File: src/rtl/jtag_master.sv
// JTAG TAP master: runs TLR, IR/DR scan and run-test sequences on TCK/TMS/TDI and returns captured TDO.
// Each TCK period is 2*DIV_HALF clk cycles; a response is held until the consumer takes it.
module jtag_master #(
  parameter int DIV_HALF = 2,
  parameter int MAX_LEN  = 16
) (
  input  logic               clk,
  input  logic               nRST,
  input  logic               cmd_valid,
  output logic               cmd_ready,
  input  logic [1:0]         cmd_type,
  input  logic [3:0]         cmd_len,
  input  logic [MAX_LEN-1:0] cmd_data,
  output logic               rsp_valid,
  input  logic               rsp_ready,
  output logic [MAX_LEN-1:0] rsp_data,
  output logic               busy,
  output logic               TCK,
  output logic               TMS,
  output logic               TDI,
  input  logic               TDO
);

  localparam int DW = (DIV_HALF > 1) ? $clog2(DIV_HALF) : 1;
  localparam logic [DW-1:0] DIV_LAST = DW'(DIV_HALF - 1);

  typedef enum logic [2:0] {
    S_INIT, S_IDLE, S_PRE, S_SHIFT, S_POST, S_RESP
  } state_t;

  state_t               state_q;
  logic [DW-1:0]        div_q;
  logic                 tck_q, tms_q, tdi_q;
  logic [15:0]          pat_q;
  logic [3:0]           pcnt_q, plast_q;
  logic [3:0]           len_q, bcnt_q;
  logic                 post_q, scan_q;
  logic [MAX_LEN-1:0]   data_q, cap_q, rsp_data_q;
  logic                 rsp_valid_q;

  // TMS pattern (LSB first) and last tick index of the leading part of each command
  logic [15:0] cmd_pat_d;
  logic [3:0]  cmd_last_d;
  always_comb begin
    cmd_pat_d  = 16'h0000;
    cmd_last_d = cmd_len;
    case (cmd_type)
      2'b00: begin cmd_pat_d = 16'h001F; cmd_last_d = 4'd5; end
      2'b01: begin cmd_pat_d = 16'h0003; cmd_last_d = 4'd3; end
      2'b10: begin cmd_pat_d = 16'h0001; cmd_last_d = 4'd2; end
      default: ;
    endcase
  end

  always_ff @(posedge clk or negedge nRST) begin
    if (!nRST) begin
      state_q     <= S_INIT;
      div_q       <= '0;
      tck_q       <= 1'b0;
      tms_q       <= 1'b1;
      tdi_q       <= 1'b0;
      pat_q       <= 16'h001F;
      pcnt_q      <= 4'd0;
      plast_q     <= 4'd5;
      len_q       <= 4'd0;
      bcnt_q      <= 4'd0;
      post_q      <= 1'b0;
      scan_q      <= 1'b0;
      data_q      <= '0;
      cap_q       <= '0;
      rsp_data_q  <= '0;
      rsp_valid_q <= 1'b0;
    end else begin
      case (state_q)
        S_IDLE: begin
          if (cmd_valid) begin
            state_q <= S_PRE;
            div_q   <= '0;
            tck_q   <= 1'b0;
            pat_q   <= cmd_pat_d;
            tms_q   <= cmd_pat_d[0];
            tdi_q   <= 1'b0;
            pcnt_q  <= 4'd0;
            plast_q <= cmd_last_d;
            len_q   <= cmd_len;
            data_q  <= cmd_data;
            cap_q   <= '0;
            scan_q  <= cmd_type[0] ^ cmd_type[1];
          end
        end
        S_RESP: begin
          if (rsp_ready) begin
            rsp_valid_q <= 1'b0;
            state_q     <= S_IDLE;
          end
        end
        default: begin
          if (div_q != DIV_LAST) begin
            div_q <= div_q + 1'b1;
          end else begin
            div_q <= '0;
            tck_q <= ~tck_q;
            if (!tck_q) begin
              if (state_q == S_SHIFT) cap_q[bcnt_q] <= TDO;
            end else begin
              // falling TCK edge: set up TMS/TDI for the next tick or finish
              case (state_q)
                S_SHIFT: begin
                  if (bcnt_q == len_q) begin
                    state_q <= S_POST;
                    post_q  <= 1'b0;
                    tms_q   <= 1'b1;
                    tdi_q   <= 1'b0;
                  end else begin
                    bcnt_q <= bcnt_q + 4'd1;
                    data_q <= data_q >> 1;
                    tdi_q  <= data_q[1];
                    tms_q  <= ((bcnt_q + 4'd1) == len_q);
                  end
                end
                S_POST: begin
                  if (post_q) begin
                    state_q     <= S_RESP;
                    rsp_data_q  <= cap_q;
                    rsp_valid_q <= 1'b1;
                  end else begin
                    post_q <= 1'b1;
                    tms_q  <= 1'b0;
                  end
                end
                default: begin
                  if (pcnt_q == plast_q) begin
                    if (state_q == S_INIT) begin
                      state_q <= S_IDLE;
                    end else if (scan_q) begin
                      state_q <= S_SHIFT;
                      bcnt_q  <= 4'd0;
                      tms_q   <= (len_q == 4'd0);
                      tdi_q   <= data_q[0];
                    end else begin
                      state_q     <= S_RESP;
                      rsp_data_q  <= '0;
                      rsp_valid_q <= 1'b1;
                    end
                  end else begin
                    pcnt_q <= pcnt_q + 4'd1;
                    pat_q  <= pat_q >> 1;
                    tms_q  <= pat_q[1];
                  end
                end
              endcase
            end
          end
        end
      endcase
    end
  end

  assign cmd_ready = (state_q == S_IDLE) && !rsp_valid_q;
  assign busy      = (state_q != S_IDLE);
  assign rsp_valid = rsp_valid_q;
  assign rsp_data  = rsp_data_q;
  assign TCK       = tck_q;
  assign TMS       = tms_q;
  assign TDI       = tdi_q;

endmodule
File: config.mk
export PLATFORM = sky130hd
export DESIGN_NAME = jtag_master
export DESIGN_NICKNAME = d
export VERILOG_FILES = /design/src/rtl/jtag_master.sv
export SDC_FILE = /design/constraint.sdc
export NUM_CORES = 1
export LEC_CHECK = 0
export ABC_AREA = 0
export BUFFER_PORTS_ARGS = -buffer_cell sky130_fd_sc_hd__clkbuf_2
export CAP_MARGIN = 20
export CELL_PAD_IN_SITES_DETAIL_PLACEMENT = 1
export CELL_PAD_IN_SITES_GLOBAL_PLACEMENT = 1
export CORE_MARGIN = 3
export CORE_UTILIZATION = 30
export DETAILED_ROUTE_END_ITERATION = 7
export HOLD_SLACK_MARGIN = 0.15
export PLACE_DENSITY = 0.57
export RECOVER_POWER = 50
export SYNTH_ARGS = -nofsm -noshare
export SYNTH_HDL_FRONTEND = slang
export SYNTH_SLANG_ARGS = --single-unit
File: constraint.sdc
create_clock -name clk -period 2.7 [get_ports clk]
set_input_delay 0.135 -clock clk [delete_from_list [all_inputs] [get_ports clk]]
set_output_delay 0.135 -clock clk [all_outputs]
set_load 0.05 [all_outputs]
Yosys cells after proc, flatten, opt, wreduce, memory -nomap -nowiden
Index checks and enable logic that the tools add are counted.
Operators by class
  muxes and demuxes: 83
  bitwise gates (word level): 7
  add/sub/neg operators: 3
  reduce and logical (&&, ||, !) cells: 36
  magnitude comparators: 2
  equal/unequal tests: 33
Operators by type and width (count)
  $mux W16: 18
  $pmux W16 S2: 4
  $mux W4: 9
  $mux W3: 9
  $mux W1: 26
  $reduce_and A8 Y1: 3
  $pmux W1 S2: 9
  $reduce_bool A2 Y1: 9
  $bwmux W16: 1
  $ne A2 B1 Y1 const B: 8
  $pmux W4 S2: 2
  $pmux W5 S3: 1
  $reduce_bool A3 Y1: 5
  $reduce_and A7 Y1: 2
  $eq A4 B4 Y1: 3
  $ne A2 B2 Y1 const B: 6
  $pmux W3 S2: 2
  $pmux W4 S3: 1
  $reduce_and A6 Y1: 2
  $ne A5 B3 Y1 const B: 2
  $reduce_and A5 Y1: 2
  $ne A3 B1 Y1 const B: 3
  $reduce_and A9 Y1: 1
  $add A4 B1 Y4 const B: 2
  other kinds (24): 34
Storage, ports and cells
  output and inout port bits: 22
  register bits after elaboration: 90
  word-level logic and storage cells: 180
  input port bits: 27

Logic depth before layout (Yosys ltp)
Gate-level depths: netlist of the first run.
  depth after elaboration: 9
  mapped depth: 8
  mapped depth without buffers: 7

Least setup slack after synthesis of the first run
OpenSTA, ideal clock, no wires.
  path kind: register to output
  from: register state_q[2]
  to: output port cmd_ready
  stages on the path, launching flop included: 7
  setup slack: 0.305 ns
  data arrival time: 2.260 ns
  data required time: 2.565 ns
  path buffers: 2
  path through: dfrtp_1 -> nand2b_1 -> clkbuf_1 -> nor2_1 -> inv_1 -> clkbuf_1 -> nor2_1
On the way
  cells in the longest elaborated chain, start to end: 2
RTL lines
  start, declared: line 31  | state_t state_q;
  start signal, assigned: line 57  | state_q <= S_INIT;
  start signal, assigned: line 77  | state_q <= S_PRE;
  start signal, assigned: line 94  | state_q <= S_IDLE;
  $eq A3 B1 Y1: line 159  | assign cmd_ready = (state_q == S_IDLE) && !rsp_valid_q;
  $logic_and A1 B1 Y1: line 159
  end, declared: line 10  | output logic cmd_ready,
No other way between the ends.

Final worst setup path of the first run
  from: register state_q[2]
  to: output port busy
On the way
  cells in the longest elaborated chain, start to end: 1
RTL lines
  $ne A3 B1 Y1: line 160  | assign busy = (state_q != S_IDLE);
  end, declared: line 17  | output logic busy,
No other way between the ends.

==> results of run 1 <==
[layer usage]
metal  up-vias  part of all wire, %
met5         -                    0
met4         0                  1.2
met3        11                  3.8
met2        53                   48
met1      1672                   47
li1       1626                    -
[cell usage in the layout (no fill, tap or decap), types with 6 or more instances in the layout]
cell and instances:
inv_1 12, mux2i_1 6, buf_4 13, a22o_1 18, ha_1 8, nor2_1 32
a31oi_1 23, nand2_1 73, xnor2_1 6, clkbuf_16 9, o21ai_0 31, mux2_2 7
dlygate4sd3_1 22, nand3_1 7, a21oi_1 24, clkbuf_2 36, clkbuf_1 15, dfstp_2 7
dfrtp_1 71
[power by group]
group          total [uW]  leakage, uW  switching (uW)  internal, uW
registers            1910     0.000984             354          1560
logic                2330      0.00108            1440           883
clock network        1170     0.000132             470           705
[cells by family after synthesis]
group,share of synthesized area (%)
AOI/OAI and AO/OA,20.3
adders and majority gates,2.52
muxes,3.50
DFF,49.4
buffers and inverters,4.61
xor gates and xnor gates,2.62
and+or+nand+nor,17.0
[worst max-delay path, stage by stage (launching register included)]
cell      delay, ns
dfrtp_1        0.54
nand2b_1       0.43
nor2_2         0.06
inv_1          0.21
buf_4          0.27
clkbuf_2       0.31
[area by class of cell]
class / instances / area [sq um] / share of cell area, %
flip-flops and latches: 78 / 1960 / 40.0
multi-input cells: 300 / 1830 / 37.4
repair buffers: 84 / 571 / 11.7
clock buffers: 12 / 236 / 4.83
well taps: 172 / 215 / 4.40
inverters: 12 / 45.0 / 0.920
clock inverters: 2 / 35.0 / 0.716
[flip-flops by register name, indices dropped and copies added, names as in the netlist, 3 cells and up]
register and flops:
pcnt_q 4, rsp_data 16, plast_q 4, cap_q 16, bcnt_q 4, state_q 3
data_q 16, pat_q 4, len_q 4
[through the flow]
step	setup slack (ns)	cells	hold WS (ns)
floorplan	0.305	421	-0.161
global placement	0.594	623	0.362
detailed placement	0.473	623	0.368
CTS	0.327	659	0.199
global route	0.156	660	0.251
finish	0.393	660	0.215
[worst paths after layout]
| kind | startpoint | endpoint | slack, ns | cells after the start |
|---|---|---|---|---|
| setup / recovery | state_q[2]$_DFFE_PN0P_ | busy | 0.39 | 5 |
| hold / removal | TDO | cap_q[11]$_DFFE_PN0P_ | 0.21 | 3 |
| setup reg to reg | bcnt_q[2]$_DFFE_PN0P_ | state_q[0]$_DFFE_PN0P_ | 0.40 | 5 |
| hold reg to reg | TMS$_DFFE_PN1P_ | TMS$_DFFE_PN1P_ | 0.47 | 2 |
| max in group asynchronous | nRST | cap_q[7]$_DFFE_PN0P_ | 0.57 | 2 |
| min in group asynchronous | nRST | rsp_data[1]$_DFFE_PN0P_ | 0.93 | 2 |
[what timing repair did]
action                                 CTS  global route
hold buffers                            22             0
buffers inserted                         0             0
endpoints found under the hold margin   96             0
==> impl_metrics.json, run 1 <==
{
  "hold_viol_final": 0,
  "drtPass1Iterations": 4,
  "start_kind": "flop",
  "stdcell_area_sq_um": 4900,
  "cts_tree": "yes",
  "layout.nets": 520,
  "grt_start_max_net_pins": 79,
  "grt.overflow.total": 0,
  "maxSlewViolCount": 35,
  "drv_cap": 1,
  "dpl_cell_area_sq_um": 4390,
  "wl_per_cell_um": 16.2,
  "row_count": 41,
  "syn_avg_cell_area_sq_um": 9.42,
  "ios": 49,
  "synth_top_area_cell": "dfrtp_1",
  "fillers": 1468,
  "dieArea_sq_um": 14600,
  "path_class": "flop to output port",
  "busiest_layer": "met2",
  "first_global_vias": 3448,
  "netlist_area_sq_um": 3970,
  "ys_seq_elements": 78,
  "dieWidth_um": 121,
  "ys_types": 55,
  "synthesis.nets": 456,
  "initial_core_util_pct": 31.1,
  "hp-class": "input port to flop",
  "drt-vias-per-instance": 5.09,
  "fmax_mhz": 433,
  "synth_top_area_share_pct": 44.8,
  "num_vias": 3362,
  "synth.most_common_cell": "nand2_1",
  "routed_wl_mm": 10.7,
  "setup_tns_ns": 0,
  "grt_pass1_wl_mm": 18.1,
  "dp_hpwl_mm": 7.35,
  "finalPower_uw": 5410,
  "layout-area-overhead-vs-synth_pct": 23.4,
  "use_met2_pct": 25.9,
  "antenna_found_initial": 0,
  "fin_crit_ns": 2.31,
  "tightest_slew_ns": 2.08,
  "ys.flop_type": "dfrtp_1",
  "synth_cells": 421,
  "antenna_cells": 0,
  "rsz0062_at_grt": "false",
  "clk_pin_slew_ns": 0.06,
  "remaining_drc_errors": 0,
  "end_kind": "output port",
  "synth_edf_count": 0,
  "ys.warnings.count": 0,
  "fin_crit_sh_pct": 85.4,
  "drt_iter0_drc": 214,
  "use_met3_pct": 4.80,
  "globalplace.congestion": 0.823,
  "max_slew_margin_pct": -39.0,
  "cts.sinks": 78,
  "cts_resized": 0,
  "power_per_cell_area_nw_per_um2": 1110,
  "clkLatencyLatePin_ns": 0.35,
  "layout-drive-gt1-share_pct": 17.2,
  "ys_async_sr_fraction_pct": 100,
  "cts_buffer_depth": 2,
  "portBuffers": 48,
  "arrival_ns": 2.17,
  "fin_skew_ns": 0.00468,
  "setup_viol": 0,
  "violations": "max-capacitance violations, max-slew violations",
  "cts_root_buffer": "clkbuf_16",
  "ys_seq_area_share_pct": 49.4,
  "grt_usage_pct": 15.8,
  "yosys-top-cells-area": "dfrtp_1 (45%), nand2_1 (6.9%), dfstp_2 (4.6%)",
  "ant_nets": 0,
  "use_met1_pct": 20.2,
  "cp.required_ns": 2.57,
  "leakagePower_uw": 0.00219,
  "utilization_pct": 38.3,
  "vdd_drop_max_uv": 594,
  "cts_made_buffers": 9,
  "synth_common_cells": "nand2_1 (73), dfrtp_1 (71), nor2_1 (33), o21ai_0 (31), a21oi_1 (24)",
  "fp.dieH_um": 121,
  "core_sq_um": 12800,
  "status": "finished with violations",
  "htree_levels": 3,
  "crit_path_max_fanout": 16
}
No activity file was read; power rests on OpenSTA's default activity.
==> run 2, diff against run 1 <==
--- a/config.mk
+++ b/config.mk
@@ -16,6 +16,8 @@
 export HOLD_SLACK_MARGIN = 0.15
 export PLACE_DENSITY = 0.57
 export RECOVER_POWER = 50
+export REMOVE_ABC_BUFFERS = 1
 export SYNTH_ARGS = -nofsm -noshare
 export SYNTH_HDL_FRONTEND = slang
 export SYNTH_SLANG_ARGS = --single-unit
+export TNS_END_PERCENT = 10
==> constraint.sdc (replaced) <==
create_clock -name clk -period 2.8 [get_ports clk]
set_input_delay 0.14 -clock clk [delete_from_list [all_inputs] [get_ports clk]]
set_output_delay 0.14 -clock clk [all_outputs]
set_load 0.05 [all_outputs]
==> impl_metrics.json, run 2 (synthesis gave the netlist of run 1 again) <==
{
  "drt_iter0_drc": 121,
  "path_cells": "nand2b_1, nor2_2, inv_1, clkbuf_2",
  "fillers": 1466,
  "grt_start_max_net_pins": 79,
  "ant_nets": 0,
  "rr_startpoint": "bcnt_q[3]$_DFFE_PN0P_",
  "stdcell_area_sq_um": 4920,
  "core_sq_um": 12800,
  "finalPower_uw": 5320,
  "dpl_cell_area_sq_um": 4360,
  "clk_pin_slew_ns": 0.06,
  "hp-start": "TDO",
  "htree_levels": 3,
  "layout_commonest_cell": "nand2_1",
  "end_kind": "output port",
  "grt_pass1_wl_mm": 17.8,
  "initial_core_util_pct": 31.1,
  "ios": 49,
  "violations": "max-capacitance violations, max-slew violations",
  "setup_viol": 0,
  "hold_depth": 4,
  "dieArea_sq_um": 14600,
  "cts_tree": "yes",
  "wl_per_cell_um": 16.1,
  "fp.dieH_um": 121,
  "portBuffers": 48,
  "dp.cells": 618,
  "tightest_slew_ns": 1.72,
  "power_per_cell_area_nw_per_um2": 1080,
  "cts_made_buffers": 9,
  "antenna_cells": 0,
  "hold_slack_ns": 0.245,
  "drt-vias-per-instance": 5.02,
  "fmax_mhz": 415,
  "max_stage_delay_ns": 0.63,
  "arrival_ns": 2.27,
  "rsz0062_at_grt": "false",
  "num_vias": 3296,
  "reg2reg_depth": 5,
  "layout-area-overhead-vs-synth_pct": 24.1,
  "layout-drive-gt1-share_pct": 17.1,
  "fin_crit_sh_pct": 86.2,
  "status": "finished with violations",
  "whs_endpoint": "cap_q[11]$_DFFE_PN0P_",
  "grt.overflow.total": 0,
  "drtPass1Iterations": 4,
  "dp_hpwl_mm": 7.14,
  "reg2reg_setup_slack_ns": 0.45,
  "leakagePower_uw": 0.00220,
  "critPathBufInv": 2,
  "antenna_found_initial": 0,
  "cpLargestDelayFamily": "buffers and inverters",
  "clkLatencyLatePin_ns": 0.34,
  "drv_cap": 1,
  "cp.required_ns": 2.66,
  "hp-class": "input port to flop",
  "first_global_vias": 3483,
  "vdd_drop_max_uv": 361,
  "hold_viol_final": 0,
  "final_cells": 657,
  "layout.nets": 515,
  "row_count": 41,
  "fin_skew_ns": 0.00342,
  "cts_root_buffer": "clkbuf_16",
  "remaining_drc_errors": 0,
  "cts_buffer_depth": 2,
  "max_slew_margin_pct": -15.0,
  "crit_path_max_fanout": 16,
  "cts.sinks": 78,
  "final_cell_mix": "nand2_1 (73), dfrtp_1 (71), clkbuf_2 (36)",
  "critical_path.slowest_cell": "dfrtp_1",
  "maxSlewViolCount": 29,
  "start_kind": "flop",
  "grt_usage_pct": 15.3,
  "routed_wl_mm": 10.6,
  "timing.rr.end": "state_q[0]$_DFFE_PN0P_",
  "dieWidth_um": 121,
  "globalplace.congestion": 0.800,
  "fin_crit_ns": 2.41,
  "path_class": "flop to output port"
}
[run 2: cell types whose count changed in the layout (fill, tap and decap cells not counted), sizes merged]
cell and change:
bufinv +1, clkbuf +1, buf -5
[run 2: final cells by class]
cell class              count  area [sq um]  share of cell area [%]
multi-input cells         300          1830                    37.2
inverters                  12          45.0                   0.915
repair buffers             79           533                    10.8
clock buffers              13           270                    5.49
clock inverters             3          65.1                    1.32
flip-flops and latches     78          1960                    39.8
well taps                 172           215                    4.37
[run 2: routing by layer]
layer | GRT usage (%) | share of wire (%)
met1 | 19.8 | 47
met2 | 24.8 | 48
met3 | 4.90 | 4.1
met4 | 3.97 | 1.1
met5 | 0 | 0
[run 2: worst register-to-register path, delay by kind of cell, from the launching register on]
kind / cells / cell delay (ns)
flip-flops: 1 / 0.64
AO/OA/AOI/OAI: 3 / 1.18
XOR/XNOR: 1 / 0.22
multiplexers: 1 / 0.23
[run 2: worst max-delay path by stage]
stage | start | endpoint | slack [ns] | cells after the start
2_1_floorplan | state_q[2]$_DFFE_PN0P_ | cmd_ready | -0.92 | 4
3_3_place_gp | bcnt_q[2]$_DFFE_PN0P_ | state_q[0]$_DFFE_PN0P_ | 0.54 | 5
3_5_place_dp | bcnt_q[2]$_DFFE_PN0P_ | state_q[0]$_DFFE_PN0P_ | 0.53 | 5
4_1_cts | state_q[2]$_DFFE_PN0P_ | busy | 0.36 | 4
5_1_grt | state_q[2]$_DFFE_PN0P_ | busy | 0.23 | 4
6_report | state_q[2]$_DFFE_PN0P_ | busy | 0.39 | 4
[run 2: per-stage QoR]
step	util, %	setup slack [ns]	setup TNS, ns
2_1_floorplan	-	-0.916	-7.62
3_3_place_gp	34.1	0.542	0
3_5_place_dp	34.1	0.526	0
4_1_cts	38.5	0.363	0
5_1_grt	38.5	0.229	0
6_report	38.5	0.388	0
[run 2: power breakdown]
group	total (uW)	switching, uW	internal (uW)
Clock	1310	460	852
Sequential	1870	367	1500
Combinational	2140	1340	801
Total	5320	2160	3150
[run 2: timing repair]
item,in CTS,in global routing
hold buffers,22,0
buffers inserted,0,0
resized for setup,0,0
endpoints found under the hold margin,96,0
==> run 3, diff against run 2 <==
==> constraint.sdc (replaced) <==
create_clock -name clk -period 2.8 [get_ports clk]
set_input_delay 0.42 -clock clk [delete_from_list [all_inputs] [get_ports clk]]
set_output_delay 0.42 -clock clk [all_outputs]
set_load 0.05 [all_outputs]
==> impl_metrics.json, run 3 (synthesis gave the netlist of run 1 again) <==
{
  "cp.required_ns": 2.38,
  "antenna_found_initial": 0,
  "grt_usage_pct": 15.1,
  "drt-vias-per-instance": 5.09,
  "rsz0062_at_grt": "false",
  "cts_made_buffers": 9,
  "layout-drive-gt1-share_pct": 18.1,
  "cts_resized": 0,
  "ios": 49,
  "cts_buffer_depth": 2,
  "num_vias": 3236,
  "layout_commonest_cell": "nand2_1",
  "clk_pin_slew_ns": 0.06,
  "power_per_cell_area_nw_per_um2": 1130,
  "fmax_mhz": 419,
  "start_kind": "flop",
  "crit_path_max_fanout": 16,
  "remaining_drc_errors": 0,
  "vdd_drop_max_uv": 527,
  "row_count": 41,
  "fin_crit_ns": 2.39,
  "drt_iter0_drc": 95,
  "layout-area-overhead-vs-synth_pct": 18.9,
  "utilization_pct": 36.9,
  "end_kind": "output port",
  "path_class": "flop to output port",
  "dieArea_sq_um": 14600,
  "tightest_slew_ns": 1.01,
  "layout.nets": 494,
  "final_cell_mix": "nand2_1 (73), dfrtp_1 (71), clkbuf_2 (37)",
  "hold_viol_final": 0,
  "status": "finished, final reports clean",
  "drtPass1Iterations": 4,
  "initial_core_util_pct": 31.1,
  "drv_cap": 0,
  "routed_wl_mm": 10.4,
  "arrival_ns": 1.97,
  "dieWidth_um": 121,
  "cts.sinks": 78,
  "fp.dieH_um": 121,
  "max_slew_margin_pct": 31.8,
  "dp.cells": 618,
  "fin_skew_ns": 0.00701,
  "setup_viol": 0,
  "grt_pass1_wl_mm": 17.8,
  "final_cells": 636,
  "ant_nets": 0,
  "dp_hpwl_mm": 7.12,
  "portBuffers": 48,
  "htree_levels": 3,
  "leakagePower_uw": 0.00211,
  "grt.overflow.total": 0,
  "clkLatencyLatePin_ns": 0.35,
  "maxSlewViolCount": 0,
  "antenna_cells": 0,
  "grt_start_max_net_pins": 79,
  "fin_crit_sh_pct": 85.3,
  "first_global_vias": 3488,
  "globalplace.congestion": 0.831,
  "wl_per_cell_um": 16.3,
  "cts_root_buffer": "clkbuf_16",
  "cts_tree": "yes",
  "hp-class": "input port to flop",
  "core_sq_um": 12800
}
-- run 3: power breakdown --
group	total, uW	internal, uW	leakage [uW]	switching (uW)
combinational	2110	781	0.000965	1330
sequential	1870	1500	0.000984	366
clock	1340	869	0.000159	473
-- run 3: critical path: stages (launching register included) --
cell,delay [ns]
dfrtp_1,0.54
nand2b_1,0.40
nor2_2,0.18
inv_1,0.12
nor2_1,0.10
clkbuf_2,0.28
-- run 3: final timing paths --
kind,slack [ns],cells past startpoint,from,endpoint
worst max register to register,0.43,5,bcnt_q[2]$_DFFE_PN0P_,state_q[0]$_DFFE_PN0P_
min in group asynchronous,0.75,2,nRST,TCK$_DFFE_PN0P_
worst min-delay path,0.28,2,rsp_ready,rsp_valid$_DFFE_PN0P_
worst min register to register,0.47,2,TMS$_DFFE_PN1P_,TMS$_DFFE_PN1P_
worst max-delay path,0.41,5,state_q[2]$_DFFE_PN0P_,cmd_ready
max in group asynchronous,1.31,3,nRST,cap_q[4]$_DFFE_PN0P_
-- run 3: final cells by class --
cell class              count  area (sq um)
clock buffers              10           229
clock inverters             6           110
fillers                  1465          8060
inverters                  12          45.0
multi-input cells         300          1830
flip-flops and latches     78          1960
well taps                 172           215
repair buffers             58           324
-- run 3: through the flow --
| stage | setup TNS, ns | area, sq um | setup WS, ns | total power [uW] | hold slack [ns] |
|---|---|---|---|---|---|
| floorplan | -8.18 | 3830 | -1.20 | 3310 | 0.124 |
| global placement | 0 | 4360 | 0.544 | 3950 | 0.463 |
| detailed placement | 0 | 4360 | 0.514 | 4010 | 0.467 |
| CTS | 0 | 4700 | 0.371 | 5390 | 0.277 |
| global route | 0 | 4720 | 0.241 | 5730 | 0.296 |
| finish | 0 | 4720 | 0.411 | 5320 | 0.283 |
-- run 3: timing repair --
item / CTS / global route
hold buffers: 0 / 1
setup buffers: 0 / 0
hold endpoints to repair: 0 / 25
-- run 3: metal layers --
layer	up-vias	track usage, %	wire [um]
met5	-	0	0
met4	0	4.82	86
met3	8	3.92	445
met2	61	24.9	4920
met1	1599	19.4	4920
li1	1568	-	-
